===== src/rtl/mc_cu_hs_if.sv =====
// Handshake/control bundle between the multi-cycle control unit and its datapath.
// master: control unit side (consumes decode/flags/ready, drives strobes/requests/status).
// slave : datapath/memory side (the mirror image).
// Signals:
//   IS_R..IS_JAL   decoded instruction class (IS_BEQ = any branch opcode)
//   funct3         branch type
//   ALU_OP         decoded ALU op for R/IMM
//   ZF,SF,OF,CF    registered ALU flags
//   imem_ready     instruction word valid this cycle
//   dmem_ready     data access complete this cycle
//   imem_req       fetch request
//   dmem_req       data access request
//   PC_Write,PC0_Write,IR_Write,Reg_Write,Mem_Write  datapath strobes
//   rs2_imm_s      ALU B select (1: imm32)
//   w_data_s       register write-back select
//   PC_s           next-PC select
//   ALU_OP_o       ALU op to datapath
//   trap,bus_err   sticky status
//   instret        retired instruction count
interface mc_cu_hs_if #(
    parameter int unsigned OPW   = 4,
    parameter int unsigned CNT_W = 32
);
    logic             IS_R, IS_IMM, IS_LUI, IS_LW, IS_SW, IS_BEQ, IS_JALR, IS_JAL;
    logic [2:0]       funct3;
    logic [OPW-1:0]   ALU_OP;
    logic             ZF, SF, OF, CF;
    logic             imem_ready, dmem_ready;
    logic             imem_req, dmem_req;
    logic             PC_Write, PC0_Write, IR_Write, Reg_Write, Mem_Write;
    logic             rs2_imm_s;
    logic [1:0]       w_data_s, PC_s;
    logic [OPW-1:0]   ALU_OP_o;
    logic             trap, bus_err;
    logic [CNT_W-1:0] instret;

    modport master (
        input  IS_R, IS_IMM, IS_LUI, IS_LW, IS_SW, IS_BEQ, IS_JALR, IS_JAL,
        input  funct3, ALU_OP, ZF, SF, OF, CF, imem_ready, dmem_ready,
        output imem_req, dmem_req, PC_Write, PC0_Write, IR_Write, Reg_Write, Mem_Write,
        output rs2_imm_s, w_data_s, PC_s, ALU_OP_o, trap, bus_err, instret
    );

    modport slave (
        output IS_R, IS_IMM, IS_LUI, IS_LW, IS_SW, IS_BEQ, IS_JALR, IS_JAL,
        output funct3, ALU_OP, ZF, SF, OF, CF, imem_ready, dmem_ready,
        input  imem_req, dmem_req, PC_Write, PC0_Write, IR_Write, Reg_Write, Mem_Write,
        input  rs2_imm_s, w_data_s, PC_s, ALU_OP_o, trap, bus_err, instret
    );
endinterface


===== src/rtl/mc_cu_hs.sv =====
// Multi-cycle control unit for the RV32 multi-cycle core with ready-based memory handshakes,
// full branch set, wait-state timeout (sticky trap) and a retired-instruction counter.
// Ports:
//   clk  core clock, all state on the rising edge
//   rst  synchronous active-high reset; all outputs forced to 0 while asserted
//   bus  mc_cu_hs_if.master: decode/flags/ready in, strobes/requests/status out
module mc_cu_hs #(
    parameter int unsigned    OPW     = 4,
    parameter logic [OPW-1:0] ALU_ADD = OPW'(0),
    parameter logic [OPW-1:0] ALU_SUB = OPW'(8),
    parameter bit             BR_EXT  = 1'b1,
    parameter int unsigned    TO_W    = 8,
    parameter int unsigned    TIMEOUT = 200,
    parameter int unsigned    CNT_W   = 32
) (
    input  logic         clk,
    input  logic         rst,
    mc_cu_hs_if.master   bus
);

    typedef enum logic [2:0] {StIf, StId, StEx, StMem, StBr, StWb, StTrap} state_e;

    state_e           state_q, state_d;
    logic [TO_W-1:0]  wait_q, wait_d;
    logic [CNT_W-1:0] instret_q;
    logic             trap_q, bus_err_q;

    logic is_mem, any_class, br_illegal, taken, waiting, timeout, retire;

    logic           imem_req, dmem_req, pc_write, pc0_write, ir_write, reg_write, mem_write;
    logic           rs2_imm_s;
    logic [1:0]     w_data_s, pc_s;
    logic [OPW-1:0] alu_op_drv;

    assign is_mem    = bus.IS_LW | bus.IS_SW;
    assign any_class = |{bus.IS_R, bus.IS_IMM, bus.IS_LUI, bus.IS_LW, bus.IS_SW, bus.IS_BEQ,
                         bus.IS_JALR, bus.IS_JAL};
    // 010/011 are never branches; without extended branches only BEQ is legal
    assign br_illegal = (bus.funct3[2:1] == 2'b01) || (!BR_EXT && (bus.funct3 != 3'b000));

    always_comb begin
        case (bus.funct3)
            3'b000:  taken = bus.ZF;
            3'b001:  taken = !bus.ZF;
            3'b100:  taken = bus.SF ^ bus.OF;
            3'b101:  taken = !(bus.SF ^ bus.OF);
            3'b110:  taken = bus.CF;
            3'b111:  taken = !bus.CF;
            default: taken = 1'b0;
        endcase
    end

    assign waiting = ((state_q == StIf) && !bus.imem_ready) ||
                     ((state_q == StMem) && !bus.dmem_ready);
    // ready on the limit cycle suppresses the timeout since waiting is then 0
    assign timeout = (TIMEOUT != 0) && waiting && (wait_q == TO_W'(TIMEOUT - 1));
    assign wait_d  = waiting ? wait_q + TO_W'(1) : '0;

    assign retire = (state_q == StWb) || (state_q == StBr) ||
                    ((state_q == StMem) && bus.dmem_ready && bus.IS_SW);

    // State register
    always_ff @(posedge clk) begin
        if (rst) begin
            state_q   <= StIf;
            wait_q    <= '0;
            instret_q <= '0;
            trap_q    <= 1'b0;
            bus_err_q <= 1'b0;
        end else begin
            state_q <= state_d;
            wait_q  <= wait_d;
            if (retire)           instret_q <= instret_q + CNT_W'(1);
            if (state_d == StTrap) trap_q   <= 1'b1;
            if (timeout)          bus_err_q <= 1'b1;
        end
    end

    // Next-state logic
    always_comb begin
        state_d = state_q;
        case (state_q)
            StIf: begin
                if (timeout)             state_d = StTrap;
                else if (bus.imem_ready) state_d = StId;
            end
            StId: begin
                if (!any_class || (bus.IS_BEQ && br_illegal)) state_d = StTrap;
                else if (bus.IS_LUI || bus.IS_JAL)            state_d = StWb;
                else                                          state_d = StEx;
            end
            StEx: begin
                if (is_mem)          state_d = StMem;
                else if (bus.IS_BEQ) state_d = StBr;
                else                 state_d = StWb;
            end
            StMem: begin
                if (timeout)             state_d = StTrap;
                else if (bus.dmem_ready) state_d = bus.IS_SW ? StIf : StWb;
            end
            StBr, StWb: state_d = StIf;
            StTrap:     state_d = StTrap;
            default:    state_d = StIf;
        endcase
    end

    // Output decode
    always_comb begin
        imem_req   = 1'b0;
        dmem_req   = 1'b0;
        pc_write   = 1'b0;
        pc0_write  = 1'b0;
        ir_write   = 1'b0;
        reg_write  = 1'b0;
        mem_write  = 1'b0;
        rs2_imm_s  = 1'b0;
        w_data_s   = 2'b00;
        pc_s       = 2'b00;
        alu_op_drv = bus.ALU_OP;
        case (state_q)
            StIf: begin
                imem_req = 1'b1;
                if (bus.imem_ready) begin
                    ir_write  = 1'b1;
                    pc_write  = 1'b1;
                    pc0_write = 1'b1;
                end
            end
            StEx: begin
                rs2_imm_s = bus.IS_IMM | is_mem | bus.IS_JALR;
                if (is_mem || bus.IS_JALR) alu_op_drv = ALU_ADD;
                else if (bus.IS_BEQ)       alu_op_drv = ALU_SUB;
            end
            StMem: begin
                dmem_req  = 1'b1;
                mem_write = bus.IS_SW;
            end
            StBr: begin
                if (taken) begin
                    pc_s     = 2'b01;
                    pc_write = 1'b1;
                end
            end
            StWb: begin
                reg_write = 1'b1;
                if (bus.IS_LW)                    w_data_s = 2'b10;
                else if (bus.IS_LUI)              w_data_s = 2'b01;
                else if (bus.IS_JAL || bus.IS_JALR) w_data_s = 2'b11;
                if (bus.IS_JAL) begin
                    pc_s     = 2'b01;
                    pc_write = 1'b1;
                end else if (bus.IS_JALR) begin
                    pc_s     = 2'b10;
                    pc_write = 1'b1;
                end
            end
            default: ;
        endcase
        if (rst) begin
            imem_req   = 1'b0;
            dmem_req   = 1'b0;
            pc_write   = 1'b0;
            pc0_write  = 1'b0;
            ir_write   = 1'b0;
            reg_write  = 1'b0;
            mem_write  = 1'b0;
            rs2_imm_s  = 1'b0;
            w_data_s   = 2'b00;
            pc_s       = 2'b00;
            alu_op_drv = '0;
        end
    end

    assign bus.imem_req  = imem_req;
    assign bus.dmem_req  = dmem_req;
    assign bus.PC_Write  = pc_write;
    assign bus.PC0_Write = pc0_write;
    assign bus.IR_Write  = ir_write;
    assign bus.Reg_Write = reg_write;
    assign bus.Mem_Write = mem_write;
    assign bus.rs2_imm_s = rs2_imm_s;
    assign bus.w_data_s  = w_data_s;
    assign bus.PC_s      = pc_s;
    assign bus.ALU_OP_o  = alu_op_drv;
    assign bus.trap      = trap_q & !rst;
    assign bus.bus_err   = bus_err_q & !rst;
    assign bus.instret   = rst ? '0 : instret_q;

endmodule


===== src/flat_wrapper.sv =====
// flat-port wrapper written by rule: the top's interface ports become plain ports
module mc_cu_hs_flat 
#(
    parameter int unsigned    OPW     = 4,
    parameter logic [OPW-1:0] ALU_ADD = OPW'(0),
    parameter logic [OPW-1:0] ALU_SUB = OPW'(8),
    parameter bit             BR_EXT  = 1'b1,
    parameter int unsigned    TO_W    = 8,
    parameter int unsigned    TIMEOUT = 200,
    parameter int unsigned    CNT_W   = 32
)
  (clk, rst, bus_IS_R, bus_IS_IMM, bus_IS_LUI, bus_IS_LW, bus_IS_SW, bus_IS_BEQ, bus_IS_JALR, bus_IS_JAL, bus_funct3, bus_ALU_OP, bus_ZF, bus_SF, bus_OF, bus_CF, bus_imem_ready, bus_dmem_ready, bus_imem_req, bus_dmem_req, bus_PC_Write, bus_PC0_Write, bus_IR_Write, bus_Reg_Write, bus_Mem_Write, bus_rs2_imm_s, bus_w_data_s, bus_PC_s, bus_ALU_OP_o, bus_trap, bus_bus_err, bus_instret);
  mc_cu_hs_if #(.OPW(OPW), .CNT_W(CNT_W)) bus_i ();
  input  logic clk;
  input  logic rst;
  input wire logic [$bits(bus_i.IS_R)-1:0] bus_IS_R;
  input wire logic [$bits(bus_i.IS_IMM)-1:0] bus_IS_IMM;
  input wire logic [$bits(bus_i.IS_LUI)-1:0] bus_IS_LUI;
  input wire logic [$bits(bus_i.IS_LW)-1:0] bus_IS_LW;
  input wire logic [$bits(bus_i.IS_SW)-1:0] bus_IS_SW;
  input wire logic [$bits(bus_i.IS_BEQ)-1:0] bus_IS_BEQ;
  input wire logic [$bits(bus_i.IS_JALR)-1:0] bus_IS_JALR;
  input wire logic [$bits(bus_i.IS_JAL)-1:0] bus_IS_JAL;
  input wire logic [$bits(bus_i.funct3)-1:0] bus_funct3;
  input wire logic [$bits(bus_i.ALU_OP)-1:0] bus_ALU_OP;
  input wire logic [$bits(bus_i.ZF)-1:0] bus_ZF;
  input wire logic [$bits(bus_i.SF)-1:0] bus_SF;
  input wire logic [$bits(bus_i.OF)-1:0] bus_OF;
  input wire logic [$bits(bus_i.CF)-1:0] bus_CF;
  input wire logic [$bits(bus_i.imem_ready)-1:0] bus_imem_ready;
  input wire logic [$bits(bus_i.dmem_ready)-1:0] bus_dmem_ready;
  output wire logic [$bits(bus_i.imem_req)-1:0] bus_imem_req;
  output wire logic [$bits(bus_i.dmem_req)-1:0] bus_dmem_req;
  output wire logic [$bits(bus_i.PC_Write)-1:0] bus_PC_Write;
  output wire logic [$bits(bus_i.PC0_Write)-1:0] bus_PC0_Write;
  output wire logic [$bits(bus_i.IR_Write)-1:0] bus_IR_Write;
  output wire logic [$bits(bus_i.Reg_Write)-1:0] bus_Reg_Write;
  output wire logic [$bits(bus_i.Mem_Write)-1:0] bus_Mem_Write;
  output wire logic [$bits(bus_i.rs2_imm_s)-1:0] bus_rs2_imm_s;
  output wire logic [$bits(bus_i.w_data_s)-1:0] bus_w_data_s;
  output wire logic [$bits(bus_i.PC_s)-1:0] bus_PC_s;
  output wire logic [$bits(bus_i.ALU_OP_o)-1:0] bus_ALU_OP_o;
  output wire logic [$bits(bus_i.trap)-1:0] bus_trap;
  output wire logic [$bits(bus_i.bus_err)-1:0] bus_bus_err;
  output wire logic [$bits(bus_i.instret)-1:0] bus_instret;
  assign bus_i.IS_R = bus_IS_R;
  assign bus_i.IS_IMM = bus_IS_IMM;
  assign bus_i.IS_LUI = bus_IS_LUI;
  assign bus_i.IS_LW = bus_IS_LW;
  assign bus_i.IS_SW = bus_IS_SW;
  assign bus_i.IS_BEQ = bus_IS_BEQ;
  assign bus_i.IS_JALR = bus_IS_JALR;
  assign bus_i.IS_JAL = bus_IS_JAL;
  assign bus_i.funct3 = bus_funct3;
  assign bus_i.ALU_OP = bus_ALU_OP;
  assign bus_i.ZF = bus_ZF;
  assign bus_i.SF = bus_SF;
  assign bus_i.OF = bus_OF;
  assign bus_i.CF = bus_CF;
  assign bus_i.imem_ready = bus_imem_ready;
  assign bus_i.dmem_ready = bus_dmem_ready;
  assign bus_imem_req = bus_i.imem_req;
  assign bus_dmem_req = bus_i.dmem_req;
  assign bus_PC_Write = bus_i.PC_Write;
  assign bus_PC0_Write = bus_i.PC0_Write;
  assign bus_IR_Write = bus_i.IR_Write;
  assign bus_Reg_Write = bus_i.Reg_Write;
  assign bus_Mem_Write = bus_i.Mem_Write;
  assign bus_rs2_imm_s = bus_i.rs2_imm_s;
  assign bus_w_data_s = bus_i.w_data_s;
  assign bus_PC_s = bus_i.PC_s;
  assign bus_ALU_OP_o = bus_i.ALU_OP_o;
  assign bus_trap = bus_i.trap;
  assign bus_bus_err = bus_i.bus_err;
  assign bus_instret = bus_i.instret;
  mc_cu_hs #(.OPW(OPW), .ALU_ADD(ALU_ADD), .ALU_SUB(ALU_SUB), .BR_EXT(BR_EXT), .TO_W(TO_W), .TIMEOUT(TIMEOUT), .CNT_W(CNT_W)) u_core (.clk(clk), .rst(rst), .bus(bus_i));
endmodule

===== config.mk =====
export PLATFORM = sky130hd
export DESIGN_NAME = mc_cu_hs_flat
export DESIGN_NICKNAME = d
export VERILOG_FILES = /design/src/rtl/mc_cu_hs_if.sv /design/src/rtl/mc_cu_hs.sv /design/src/flat_wrapper.sv
export SDC_FILE = /design/constraint.sdc
export NUM_CORES = 1
export LEC_CHECK = 0
export CORE_UTILIZATION = 25
export DETAILED_ROUTE_END_ITERATION = 10
export GPL_TIMING_DRIVEN = 1
export HOLD_SLACK_MARGIN = 0.08
export PLACE_DENSITY = 0.46
export RECOVER_POWER = 25
export SYNTH_ARGS = -nofsm -noshare
export SYNTH_HDL_FRONTEND = slang
export SYNTH_SLANG_ARGS = --single-unit

===== constraint.sdc =====
create_clock -name clk -period 2.8 [get_ports clk]
set_input_delay 0.28 -clock clk [delete_from_list [all_inputs] [get_ports clk]]
set_output_delay 0.28 -clock clk [all_outputs]
set_load 0.005 [all_outputs]

After elaboration in Yosys (flattened, before gate mapping)
Cells that the tools add are included.
Widths: inputs -> output; s select.
{ "word_totals": {"wordCells": 96, "in_bits": 23, "ff_bits": 45, "output_inout_bits": 50} }
{ "classes": {"bitwise": 7, "n_mux": 44, "reduce_logical": 24, "n_addsub": 2, "n_eq_ne": 14} }
{ "op_table": {"columns": ["op", "count"], "rows": [
  ["$add 32x1->32 const B", 1],
  ["$mux 32", 1],
  ["$eq 3x3->1 const B", 8],
  ["$mux 3", 8],
  ["$mux 1", 19],
  ["$mux 2", 8],
  ["$mux 4", 4],
  ["$pmux 3 s5", 1],
  ["$add 8x1->8 const B", 1],
  ["$eq 8x8->1 const B", 1],
  ["$reduce_or 8->1", 1],
  ["$logic_not 1->1", 7],
  ["$logic_or 1x1->1", 7],
  ["$eq 3x1->1 const B", 2],
  ["$eq 3x2->1 const B", 2],
  ["$logic_and 1x1->1", 6],
  ["$logic_not 3->1", 2],
  ["$pmux 1 s6", 1],
  ["$pmux 2 s2", 1],
  ["$or 1x1->1", 3],
  ["$pmux 1 s3", 1],
  ["$and 1x1->1", 2],
  ["$eq 2x1->1 const B", 1],
  ["$reduce_or 2->1", 1],
  ["other kinds (2)", 2]
]} }

Logic depth before layout (Yosys ltp)
Gate-level depths: netlist of the first run.
{ "logic_depth": {"word_depth": 7, "depth_mapped": 6} }

Least setup slack after synthesis of the first run
No wires, ideal clock.
{ "synth_path": {"path_kind": "register -> register", "startpoint": "reg u_core.instret_q[0]", "endpoint": "reg u_core.instret_q[24]", "setup_ns": 0.123, "setup_slack_ns": 0.861, "n_path_buf": 1, "arrival_ns": 1.816, "path_stages_with_launch": 7, "cell_sequence": "dfxtp_1 -> ha_1 -> nand2_1 -> o41a_1 -> clkbuf_1 -> nor4_1 -> mux2_1"} }
{ "synth_between": {"elab_chain_cells": 1} }
{ "synth_rtl": {"columns": ["item", "line", "rtl"], "rows": [
  ["from (decl)", "mc_cu_hs.sv:25", "logic [CNT_W-1:0] instret_q;"],
  ["from (signal assigned)", "mc_cu_hs.sv:73", "if (retire) instret_q <= instret_q + CNT_W'(1);"],
  ["$add 32x1->32", "mc_cu_hs.sv:73", null]
]} }
No other way between the ends.
A chain may end at the register's enable or synchronous reset.

Worst setup path after layout of the first run
{ "layout_path": {"startpoint": "in bus_funct3[0]", "endpoint": "out bus_PC_s[0]"} }
{ "layout_between": {"elab_chain_cells": 5, "elab_cells_between_ends": 10, "cone_classes": "eq/ne: 5; mux: 4; reduce/logical: 1"} }
{ "layout_rtl": {"columns": ["item", "line", "rtl"], "rows": [
  ["from (decl)", "flat_wrapper.sv:24", "input wire logic [$bits(bus_i.funct3)-1:0] bus_funct3;"],
  ["$eq 3x3->1 (tied with other cells)", "mc_cu_hs.sv:42", "case (bus.funct3)"],
  ["$pmux 1 s6 (*)", "mc_cu_hs.sv:42", null],
  ["$mux 1 (*)", "mc_cu_hs.sv:139", "if (taken) begin"],
  ["$pmux 2 s2 (*)", "mc_cu_hs.sv:120", "case (state_q)"],
  ["$mux 2 (*)", "mc_cu_hs.sv:159", "if (rst) begin"],
  ["to (decl)", "flat_wrapper.sv:41", "output wire logic [$bits(bus_i.PC_s)-1:0] bus_PC_s;"]
]} }
Mark *: on every way between the ends. The rest lies on a longest branch, timed or not.

==> results of run 1 <==
## metrics by stage
stage	worst slack, ns	instance area, um^2	std cells	util [%]	hold WS [ns]
global route	0.0652	3720	544	35.4	0.526
CTS	0.150	3730	544	35.5	0.407
global placement	0.192	3640	536	34.6	0.447
floorplan	0.861	2750	337	-	0.432
detailed placement	0.153	3640	536	34.6	0.460
finish	0.169	3720	544	35.4	0.475
## state kept, by name, indices dropped and copies added (netlist names)
signal	count
u_core.wait_q	8
u_core.instret_q	32
u_core.trap_q	1
u_core.bus_err_q	1
u_core.state_q	3
## worst min path at each step
| stage | start | to | slack (ns) | depth (start not counted) |
|---|---|---|---|---|
| floorplan | u_core.bus_err_q | u_core.bus_err_q | 0.43 | 2 |
| detailed placement | u_core.bus_err_q | u_core.bus_err_q | 0.46 | 2 |
| CTS | rst | u_core.state_q[0] | 0.41 | 3 |
| global route | u_core.bus_err_q | u_core.bus_err_q | 0.53 | 2 |
| finish | u_core.bus_err_q | u_core.bus_err_q | 0.47 | 2 |
| global placement | u_core.bus_err_q | u_core.bus_err_q | 0.45 | 2 |
## power breakdown
group          internal [mW]  leakage (nW)  switching, mW
Clock                  0.201        0.0512          0.236
Combinational          0.101         0.899         0.0987
Sequential             0.648         0.363        0.00974
## kinds of logic (layout without fill, tap and decap cells)
group                    after synthesis  count (layout)  synth area share (%)
AND/OR/NAND/NOR                      180             180                  36.5
flip-flops                            45              45                  32.7
buffers and inverters                 28              99                  4.05
AO/OA/AOI/OAI                         51              51                  13.6
multiplexers                          21              21                  8.55
XOR/XNOR                              10              10                  3.68
adder cells (fa/ha/maj)                2               2                 0.909
## Yosys cell counts, types with 2 or more instances
library cell and instances:
sky130_fd_sc_hd__and4_1 5, sky130_fd_sc_hd__nand4b_1 2, sky130_fd_sc_hd__nor2_1 47, sky130_fd_sc_hd__or4_1 3
sky130_fd_sc_hd__and2_1 7, sky130_fd_sc_hd__xor2_1 8, sky130_fd_sc_hd__nand4_1 3, sky130_fd_sc_hd__o31ai_1 4
sky130_fd_sc_hd__a211oi_1 3, sky130_fd_sc_hd__a21boi_1 2, sky130_fd_sc_hd__nand3b_1 3, sky130_fd_sc_hd__ha_1 2
sky130_fd_sc_hd__nor3_1 6, sky130_fd_sc_hd__or3_1 10, sky130_fd_sc_hd__nand2_1 18, sky130_fd_sc_hd__nand2b_1 3
sky130_fd_sc_hd__a2111oi_2 5, sky130_fd_sc_hd__nor3b_1 3, sky130_fd_sc_hd__o21ai_0 9, sky130_fd_sc_hd__a31oi_1 3
sky130_fd_sc_hd__buf_1 3, sky130_fd_sc_hd__mux2_1 17, sky130_fd_sc_hd__dfxtp_1 45, sky130_fd_sc_hd__nor4_1 11
sky130_fd_sc_hd__a21oi_1 14, sky130_fd_sc_hd__nand3_1 14, sky130_fd_sc_hd__buf_2 2, sky130_fd_sc_hd__and3_1 5
sky130_fd_sc_hd__mux2_2 3, sky130_fd_sc_hd__nor2b_1 33, sky130_fd_sc_hd__inv_1 9, sky130_fd_sc_hd__clkbuf_1 13
## metal layers
layer | track usage (%) | part of all wire [%] | vias up
met5 | 0 | 0 | -
met4 | 3.23 | 0.65 | 0
met3 | 2.80 | 5.2 | 4
met2 | 21.0 | 45 | 63
met1 | 17.9 | 49 | 1218
li1 | - | - | 1343
## final cells by class
cell class	count	area [um^2]
well taps	136	170
flip-flops and latches	45	901
inverters	9	33.8
clock buffers	6	82.6
clock inverters	2	13.8
repair buffers	82	779
multi-input cells	264	1740
fillers	1139	6790
## worst register-to-register path, stage by stage, from the launching register on
cell	delay, ns
sky130_fd_sc_hd__dfxtp_1	0.45
sky130_fd_sc_hd__ha_1	0.23
sky130_fd_sc_hd__nand2_1	0.07
sky130_fd_sc_hd__o41a_1	0.63
sky130_fd_sc_hd__buf_4	0.28
sky130_fd_sc_hd__or4_1	0.40
sky130_fd_sc_hd__a21oi_1	0.14
==> impl_results.md, run 1 <==
* Upper clock frequency limit at 380 MHz
* Global-route wire length before repair at 12,000 um
* Highest-count cells in the layout ignoring fill and taps: 66 x sky130_fd_sc_hd__clkdlybuf4s50_1, 47 x sky130_fd_sc_hd__nor2_1, 45 x sky130_fd_sc_hd__dfxtp_1
* Crit-path most repeated cell: sky130_fd_sc_hd__clkdlybuf4s50_1
* # rows at 37
* DPL Wire Length at 5440 um
* GRT Overall Usage at 13.1%
* Post-Synthesis Cells at 337
* Chain of cells forming the critical path: clkdlybuf4s50_1 -> xnor3_1 -> and2_1 -> o31ai_1 -> and3_1 -> clkdlybuf4s50_1
* Setup Crit Path Kind: in2out
* Seq/Total Area, Yosys at 32.7%
* DR WL/cell at 13.6 um
* TritonCTS clock tree: done
* Worst R2R Setup Slack at 0.53 ns
* Cell taking the most area after synthesis: sky130_fd_sc_hd__dfxtp_1
* Primary FF master, synth: sky130_fd_sc_hd__dfxtp_1
* Overall die area at 11,400 um^2
* Data arrival time of the worst path at 2.35 ns
* Reg clk slew, reported paths at 0.08 ns
* Via density per instance at 4.83
* Number of global-route vias before repair at 2,455
* Final setup violation count at 0
* Share of the synthesized area in the top cell type at 32.7%
* Slowest stage delay, CP at 0.53 ns
* H-tree lvl count at 2
* Initial antenna violation count at 0
* Hold-fix buffers at CTS at 0
* Number of distinct library cell variants in the gate-level netlist after synthesis at 54
* Share of layout cells above drive strength 1 at 7.35%
* Final hold violations at 0
* Maximum root-to-sink buffer count at 2
* Final estimated routing congestion in global placement at 0.737
* CTS Root Buffer Type: sky130_fd_sc_hd__clkbuf_8
* Worst path depth at 6
* Headroom to the max-slew limit at 34.5%
* CTS sink count at 45
* Setup repair after global routing missed its margin: no
* Mean instance size in the synthesized netlist at 8.17 um^2
* Share of flip-flops with an asynchronous set or reset at 0%
* Clock insertion delay at the later pin of the skew report at 0.30 ns
* Die Y at 107 um
* Leakage power total at 1.31 nW
* Port Buffers at 72
* Number of routed nets with antenna violations at 0
* Reg2reg path depth at 6
* Count of warnings emitted by yosys at 0
* Cell area after synthesis at 2750 um^2
* Overflow left after global routing at 0
* Timing startpoint of the critical path: bus_funct3[0]
* Ratio of final minimum period to clock period at 94.0%
* Number of gates resized after cts at 0
* Worst path buffer plus inverter count at 2
* Antenna diode count at 0
* Number of synthesized flops with an enable pin at 0
* Detailed Routing Iterations Pass 1 at 4
* Overall power after layout at 1.29 mW
* Post-Syn Nets at 362
* Core Region at 10,500 um^2
* Startpoint kind of the worst setup timing path: input pin
* Aggregate routed wire length at 7410 um
* Worst IR Drop VDD at 0.155 mV
* Crit Reg-Reg Endpoint: u_core.instret_q[10]
* Sort of element at the end of the critical path: output port
* Min-delay worst type: reg2reg
* Result of the run: finished, final reports clean
* Number of remaining DRC errors at 0
* Critical Path End: bus_PC_s[0]
* Number of DRC violations after detailed-routing iteration 0 at 140
* Top Ports at 73
* Synthesis-to-layout area growth at 35.2%
* # nets final at 432
* Number of violations of the max-capacitance limit at 0
* Origin of the critical flop-to-flop path: u_core.instret_q[0]
* Total clock buffers created by CTS at 5
* FF+latch count, synth at 45
* Count of pins over their slew limit at 0
* Initial core utilization at 26.2%
* Worst Path Max Fanout at 3
* Largest net degree at the start of global routing at 53
* Power density over cell area at 348 nW/um^2
* Top post-synthesis cells by area: sky130_fd_sc_hd__dfxtp_1 33%, sky130_fd_sc_hd__nor2b_1 7.5%, sky130_fd_sc_hd__mux2_1 7.0%, sky130_fd_sc_hd__nor2_1 6.4%, sky130_fd_sc_hd__a2111oi_2 2.7%
* Family of cells with the greatest summed delay on the critical path: buffers and inverters
* Measured slew at the worst slew-check pin at 0.982 ns
* Final sum of negative setup slack at 0 ns
* Worst clock skew on the final layout at 0.0134 ns
* Most common cell after layout, fill and taps aside: sky130_fd_sc_hd__clkdlybuf4s50_1
* Die width at 107 um
* Vias after detailed routing at 2,628
* Post-CTS setup buffers at 0
* Critical-path top delay cell: sky130_fd_sc_hd__clkdlybuf4s50_1
* Final Critical Period at 2.63 ns
* Required time of the critical path at 2.52 ns
No activity file was read; power rests on OpenSTA's default activity.
==> run 2, diff against run 1 <==
--- a/config.mk
+++ b/config.mk
@@ -7,9 +7,10 @@
 export LEC_CHECK = 0
 export CORE_UTILIZATION = 25
 export DETAILED_ROUTE_END_ITERATION = 10
+export DONT_BUFFER_PORTS = 1
 export GPL_TIMING_DRIVEN = 1
 export HOLD_SLACK_MARGIN = 0.08
-export PLACE_DENSITY = 0.46
+export PLACE_DENSITY = 0.37
 export RECOVER_POWER = 25
 export SYNTH_ARGS = -nofsm -noshare
 export SYNTH_HDL_FRONTEND = slang
==> run 2 against run 1 <==
Compared with the run above:
- via count decreased by 10%
- combinational power down 40%
- first-iteration DRC count shrank 52%
- register-to-register slack better by 0.05 ns
- sequential power is essentially flat
- maximum frequency is 18% higher
- non-clock buffer count shrank 77
==> impl_results.md, run 2 (synthesis gave the netlist of run 1 again) <==
* Result of the run: finished, final reports clean
* Largest register FFs at 32 (unchanged)
* Core Region at 10,500 um^2 (unchanged)
* Post-route non-filler standard cell count at 467 (-14%)
* Clock insertion delay at the later pin of the skew report at 0.29 ns (about the same)
* Startpoint kind of the worst setup timing path: flip-flop
* DR WL/cell at 14.9 um (+9.0%)
* Die Y at 107 um (unchanged)
* Hold-fix buffers at CTS at 1 (+1)
* Global-route wire length before repair at 11,500 um (-4.9%)
* Total clock buffers created by CTS at 5 (unchanged)
* Port Buffers at 0 (-100%)
* Top Ports at 73 (unchanged)
* Worst IR Drop VDD at 0.179 mV (+16%)
* Number of routed nets with antenna violations at 0 (unchanged)
* Number of global-route vias before repair at 2,286 (-6.9%)
* Number of gates resized after cts at 0 (unchanged)
* Required time of the critical path at 2.99 ns (+0.47 ns)
* Worst clock skew on the final layout at 0.00800 ns (-0.00544 ns)
* Sort of element at the end of the critical path: flip-flop
* Setup repair after global routing missed its margin: no
* # rows at 37 (unchanged)
* Detailed Routing Iterations Pass 1 at 4 (unchanged)
* Initial core utilization at 26.2% (unchanged)
* Final setup violation count at 0 (unchanged)
* Overflow left after global routing at 0 (unchanged)
* Headroom to the max-slew limit at 54.3% (+20 points)
* Number of remaining DRC errors at 0 (unchanged)
* Synthesis-to-layout area growth at 8.18%
* Largest net degree at the start of global routing at 64 (+21%)
* Number of violations of the max-capacitance limit at 0 (unchanged)
* Min-delay worst type: in2reg
* Most common cell after layout, fill and taps aside: sky130_fd_sc_hd__nor2_1
* Ratio of final minimum period to clock period at 79.4% (-15 points)
* Post-layout instance area at 2980 um^2 (-20%)
* Placed cell count at 458 (-15%)
* H-tree lvl count at 2 (unchanged)
* Aggregate routed wire length at 6940 um (-6.4%)
* Die width at 107 um (unchanged)
* GRT Overall Usage at 12.5% (-0.63 points)
* Data arrival time of the worst path at 2.41 ns (+0.06 ns)
* Highest-count cells in the layout ignoring fill and taps: 47 x sky130_fd_sc_hd__nor2_1, 45 x sky130_fd_sc_hd__dfxtp_1, 33 x sky130_fd_sc_hd__nor2b_1
* Leakage power total at 1.02 nW (-22%)
* CTS Root Buffer Type: sky130_fd_sc_hd__clkbuf_8
* Overall die area at 11,400 um^2 (unchanged)
* Initial antenna violation count at 0 (unchanged)
* Post-CTS setup buffers at 0 (unchanged)
* Register ranked first by flip-flop count: u_core.instret_q
* Worst Path Max Fanout at 20 (+17)
* Final sum of negative setup slack at 0 ns (unchanged)
* Reg clk slew, reported paths at 0.09 ns (about the same)
* TritonCTS clock tree: done
* Setup Crit Path Kind: reg2reg
* Upper clock frequency limit at 450 MHz (+18%)
* Vias after detailed routing at 2,362 (-10%)
* CTS sink count at 45 (unchanged)
* Placed cell areas at 2880 um^2 (-21%)
* Via density per instance at 5.06 (+4.7%)
* Number of DRC violations after detailed-routing iteration 0 at 67 (-52%)
* Final Critical Period at 2.22 ns (-0.407 ns)
* DPL Wire Length at 5030 um (-7.6%)
* Power density over cell area at 405 nW/um^2 (+16%)
* # nets final at 355 (-18%)
* Maximum root-to-sink buffer count at 2 (unchanged)
* Count of pins over their slew limit at 0 (unchanged)
* Share of layout cells above drive strength 1 at 7.55% (+0.20 points)
* Final estimated routing congestion in global placement at 0.717 (-2.7%)
* Regs by FF count: u_core.instret_q: 32 flops, u_core.wait_q: 8 flops, u_core.state_q: 3 flops
* Measured slew at the worst slew-check pin at 0.669 ns (-0.314 ns)
* # fillers at 1,136 (-0.26%)
* Final hold violations at 0 (unchanged)
* Antenna diode count at 0 (unchanged)
[run 2: where the power goes]
group          leakage [nW]  internal (mW)  switching [mW]
Combinational         0.606         0.0503          0.0703
Sequential            0.363          0.648         0.00702
Clock                0.0512          0.201           0.230
[run 2: final timing paths]
| check | from | to | slack, ns | cells past startpoint |
|---|---|---|---|---|
| setup / recovery | u_core.instret_q[0] | u_core.instret_q[30] | 0.58 | 5 |
| hold / removal | rst | u_core.instret_q[21] | 0.20 | 2 |
| setup reg to reg | u_core.instret_q[0] | u_core.instret_q[30] | 0.58 | 5 |
| hold reg to reg | u_core.bus_err_q | u_core.bus_err_q | 0.47 | 2 |
[run 2: area by class of cell]
cell class / instances / area (um^2) / area share [%]
clock inverters: 2 / 13.8 / 0.462
repair buffers: 5 / 36.3 / 1.22
inverters: 9 / 33.8 / 1.13
multi-input cells: 264 / 1740 / 58.4
flip-flops and latches: 45 / 901 / 30.3
well taps: 136 / 170 / 5.71
clock buffers: 6 / 82.6 / 2.77
[run 2: per-layer routing]
layer | wire, um | global-route usage (%) | vias up
met2 | 3220 | 21.0 | 66
met4 | 48 | 2.64 | 0
li1 | - | - | 1187
met1 | 3200 | 16.0 | 1105
met3 | 469 | 3.34 | 4
met5 | 0 | 0 | -
[run 2: metrics by stage]
stage / worst slack, ns / hold slack, ns / power [mW] / util [%]
3_3_place_gp: 0.632 / 0.360 / 0.790 / 27.4
2_1_floorplan: 0.861 / 0.432 / 0.774 / -
3_5_place_dp: 0.558 / 0.361 / 0.790 / 27.4
5_1_grt: 0.367 / 0.182 / 1.28 / 28.3
4_1_cts: 0.546 / 0.175 / 1.23 / 28.4
6_report: 0.576 / 0.196 / 1.21 / 28.3
[run 2: worst max-delay path, stage by stage, from the launching register on]
cell and delay, ns:
sky130_fd_sc_hd__dfxtp_1 0.44, sky130_fd_sc_hd__ha_1 0.22, sky130_fd_sc_hd__nand2_1 0.06, sky130_fd_sc_hd__o41a_1 0.63, sky130_fd_sc_hd__nor4_1 0.41, sky130_fd_sc_hd__mux2_1 0.35
==> run 3, diff against run 2 <==
--- a/config.mk
+++ b/config.mk
@@ -10,7 +10,7 @@
 export DONT_BUFFER_PORTS = 1
 export GPL_TIMING_DRIVEN = 1
 export HOLD_SLACK_MARGIN = 0.08
-export PLACE_DENSITY = 0.37
+export PLACE_DENSITY = 0.39
 export RECOVER_POWER = 25
 export SYNTH_ARGS = -nofsm -noshare
 export SYNTH_HDL_FRONTEND = slang
==> constraint.sdc (replaced) <==
create_clock -name clk -period 2 [get_ports clk]
set_input_delay 0.2 -clock clk [delete_from_list [all_inputs] [get_ports clk]]
set_output_delay 0.2 -clock clk [all_outputs]
set_load 0.005 [all_outputs]
==> run 3 against run 2 <==
Compared with the run above:
- first-iteration DRC count grew 48%
- final cell count rose by 4.1%
- maximum frequency grew 14%
- clock-buffer cell count did not move
- setup slack got worse by 0.53 ns
- register-to-register slack got worse by 0.53 ns
- critical path depth did not move
- via count rose by 5.0%
- clock power grew 43%
- combinational power increased by 53%
==> impl_results.md, run 3 (synthesis gave the netlist of run 1 again) <==
* Result of the run: finished, final reports clean
* Reg clk slew, reported paths at 0.10 ns (about the same)
* Highest-count cells in the layout ignoring fill and taps: 47 x sky130_fd_sc_hd__nor2_1, 43 x sky130_fd_sc_hd__dfxtp_1, 32 x sky130_fd_sc_hd__nor2b_1
* Final hold violations at 0 (unchanged)
* Port Buffers at 0 (unchanged)
* Setup Crit Path Kind: reg2reg
* Upper clock frequency limit at 512 MHz (+14%)
* Core utilization of the finished layout at 30.6% (+2.2 points)
* Overall die area at 11,400 um^2 (unchanged)
* Number of DRC violations after detailed-routing iteration 0 at 99 (+48%)
* CTS Root Buffer Type: sky130_fd_sc_hd__clkbuf_8
* Chain of cells forming the critical path: buf_6 -> nand2_1 -> or4_4 -> a2111oi_4 -> mux2_4
* Maximum root-to-sink buffer count at 2 (unchanged)
* Placed cell areas at 3030 um^2 (+5.4%)
* Die width at 107 um (unchanged)
* Startpoint kind of the worst setup timing path: flip-flop
* Measured slew at the worst slew-check pin at 0.671 ns (+0.00205 ns)
* Overall power after layout at 1.72 mW (+43%)
* Final sum of negative setup slack at 0 ns (unchanged)
* Largest register FFs at 32 (unchanged)
* Post-CTS setup buffers at 0 (unchanged)
* Via density per instance at 5.10 (+0.89%)
* DPL Wire Length at 5190 um (+3.2%)
* Core Region at 10,500 um^2 (unchanged)
* Leakage power total at 1.15 nW (+13%)
* Number of routed nets with antenna violations at 0 (unchanged)
* Antenna diode count at 0 (unchanged)
* Data arrival time of the worst path at 2.15 ns (-0.26 ns)
* GRT Overall Usage at 12.6% (+0.13 points)
* Worst hold slack at 0.110 ns (-0.0863 ns)
* Final setup violation count at 0 (unchanged)
* Vias after detailed routing at 2,480 (+5.0%)
* Most common cell after layout, fill and taps aside: sky130_fd_sc_hd__nor2_1
* Total clock buffers created by CTS at 5 (unchanged)
* Critical-path top delay cell: sky130_fd_sc_hd__or4_4
* Count of pins over their slew limit at 0 (unchanged)
* Min-delay worst type: in2reg
* Final worst setup slack at 0.0472 ns (-0.528 ns)
* Worst Path Max Fanout at 5 (-75%)
* Share of layout cells above drive strength 1 at 14.9% (+7.3 points)
* Sort of element at the end of the critical path: flip-flop
* # rows at 37 (unchanged)
* Number of remaining DRC errors at 0 (unchanged)
* CTS sink count at 45 (unchanged)
* Register ranked first by flip-flop count: u_core.instret_q
* Number of global-route vias before repair at 2,282 (-0.17%)
* Worst clock skew on the final layout at 0.0137 ns (+0.00575 ns)
* Final estimated routing congestion in global placement at 0.732 (+2.0%)
* Setup repair after global routing missed its margin: yes
* TritonCTS clock tree: done
* # nets final at 374 (+5.4%)
* Synthesis-to-layout area growth at 16.6%
* Ratio of final minimum period to clock period at 97.6% (+18 points)
* Aggregate routed wire length at 7160 um (+3.2%)
* DR WL/cell at 14.7 um (-0.83%)
* Setup slack after placement at 0.0678 ns (-0.490 ns)
* Top Ports at 73 (unchanged)
* Overflow left after global routing at 0 (unchanged)
* Regs by FF count: u_core.instret_q: 32 flops, u_core.wait_q: 8 flops, u_core.state_q: 3 flops
* Slowest stage delay, CP at 0.61 ns (-0.02 ns)
* H-tree lvl count at 2 (unchanged)
* Clock insertion delay at the later pin of the skew report at 0.31 ns (+0.02 ns)
* Power density over cell area at 536 nW/um^2 (+32%)
* Die Y at 107 um (unchanged)
* Initial antenna violation count at 0 (unchanged)
* Placed cell count at 477 (+4.1%)
* Final Critical Period at 1.95 ns (-0.272 ns)
* Post-layout instance area at 3210 um^2 (+7.8%)
* Worst IR Drop VDD at 0.199 mV (+11%)
* Post-route non-filler standard cell count at 486 (+4.1%)
* Initial core utilization at 26.2% (unchanged)
* Detailed Routing Iterations Pass 1 at 4 (unchanged)
* Number of violations of the max-capacitance limit at 0 (unchanged)
* Headroom to the max-slew limit at 54.1% (-0.14 points)
* Required time of the critical path at 2.19 ns (-0.80 ns)
* Largest net degree at the start of global routing at 64 (unchanged)
* Global-route wire length before repair at 11,400 um (-0.60%)
==> run 3: final timing paths <==
| path | start | end | slack (ns) | depth (start not counted) |
|---|---|---|---|---|
| hold reg to reg | u_core.bus_err_q | u_core.bus_err_q | 0.48 | 2 |
| setup / recovery | u_core.instret_q[0] | u_core.instret_q[29] | 0.05 | 5 |
| hold / removal | rst | u_core.instret_q[20] | 0.11 | 2 |
| setup reg to reg | u_core.instret_q[0] | u_core.instret_q[29] | 0.05 | 5 |
==> run 3: worst max-delay path, delay by kind of cell (launching register included) <==
kind | cells | cell delay (ns)
muxes | 1 | 0.33
buffers and inverters | 1 | 0.11
AOI/OAI and AO/OA | 1 | 0.40
and+or+nand+nor | 2 | 0.66
DFF | 1 | 0.35
==> run 3: power breakdown <==
group | switching, mW | total [mW] | internal [mW]
clock network | 0.336 | 0.617 | 0.281
registers | 0.00990 | 0.918 | 0.908
logic | 0.103 | 0.185 | 0.0818
total | 0.449 | 1.72 | 1.27
==> run 3: area by class of cell <==
cell class              count  area (um^2)
clock inverters             2         13.8
fillers                  1139         7300
flip-flops and latches     45          903
repair buffers             24          188
multi-input cells         264         1820
clock buffers               6         82.6
inverters                   9         33.8
well taps                 136          170
==> run 3: repair_timing <==
action                     CTS  global route
gates resized for setup      0            15
hold endpoints to repair    13             0
hold buffers                 1             0
setup endpoints to repair    0             9
==> run 3: per-layer routing <==
layer	wire [um]	part of all wire [%]	GRT usage, %	up-vias
met5	0	0	0	-
met4	87	1.2	4.11	0
met3	464	6.5	3.71	6
met2	3130	44	19.3	74
met1	3480	49	17.0	1171
li1	-	-	-	1229
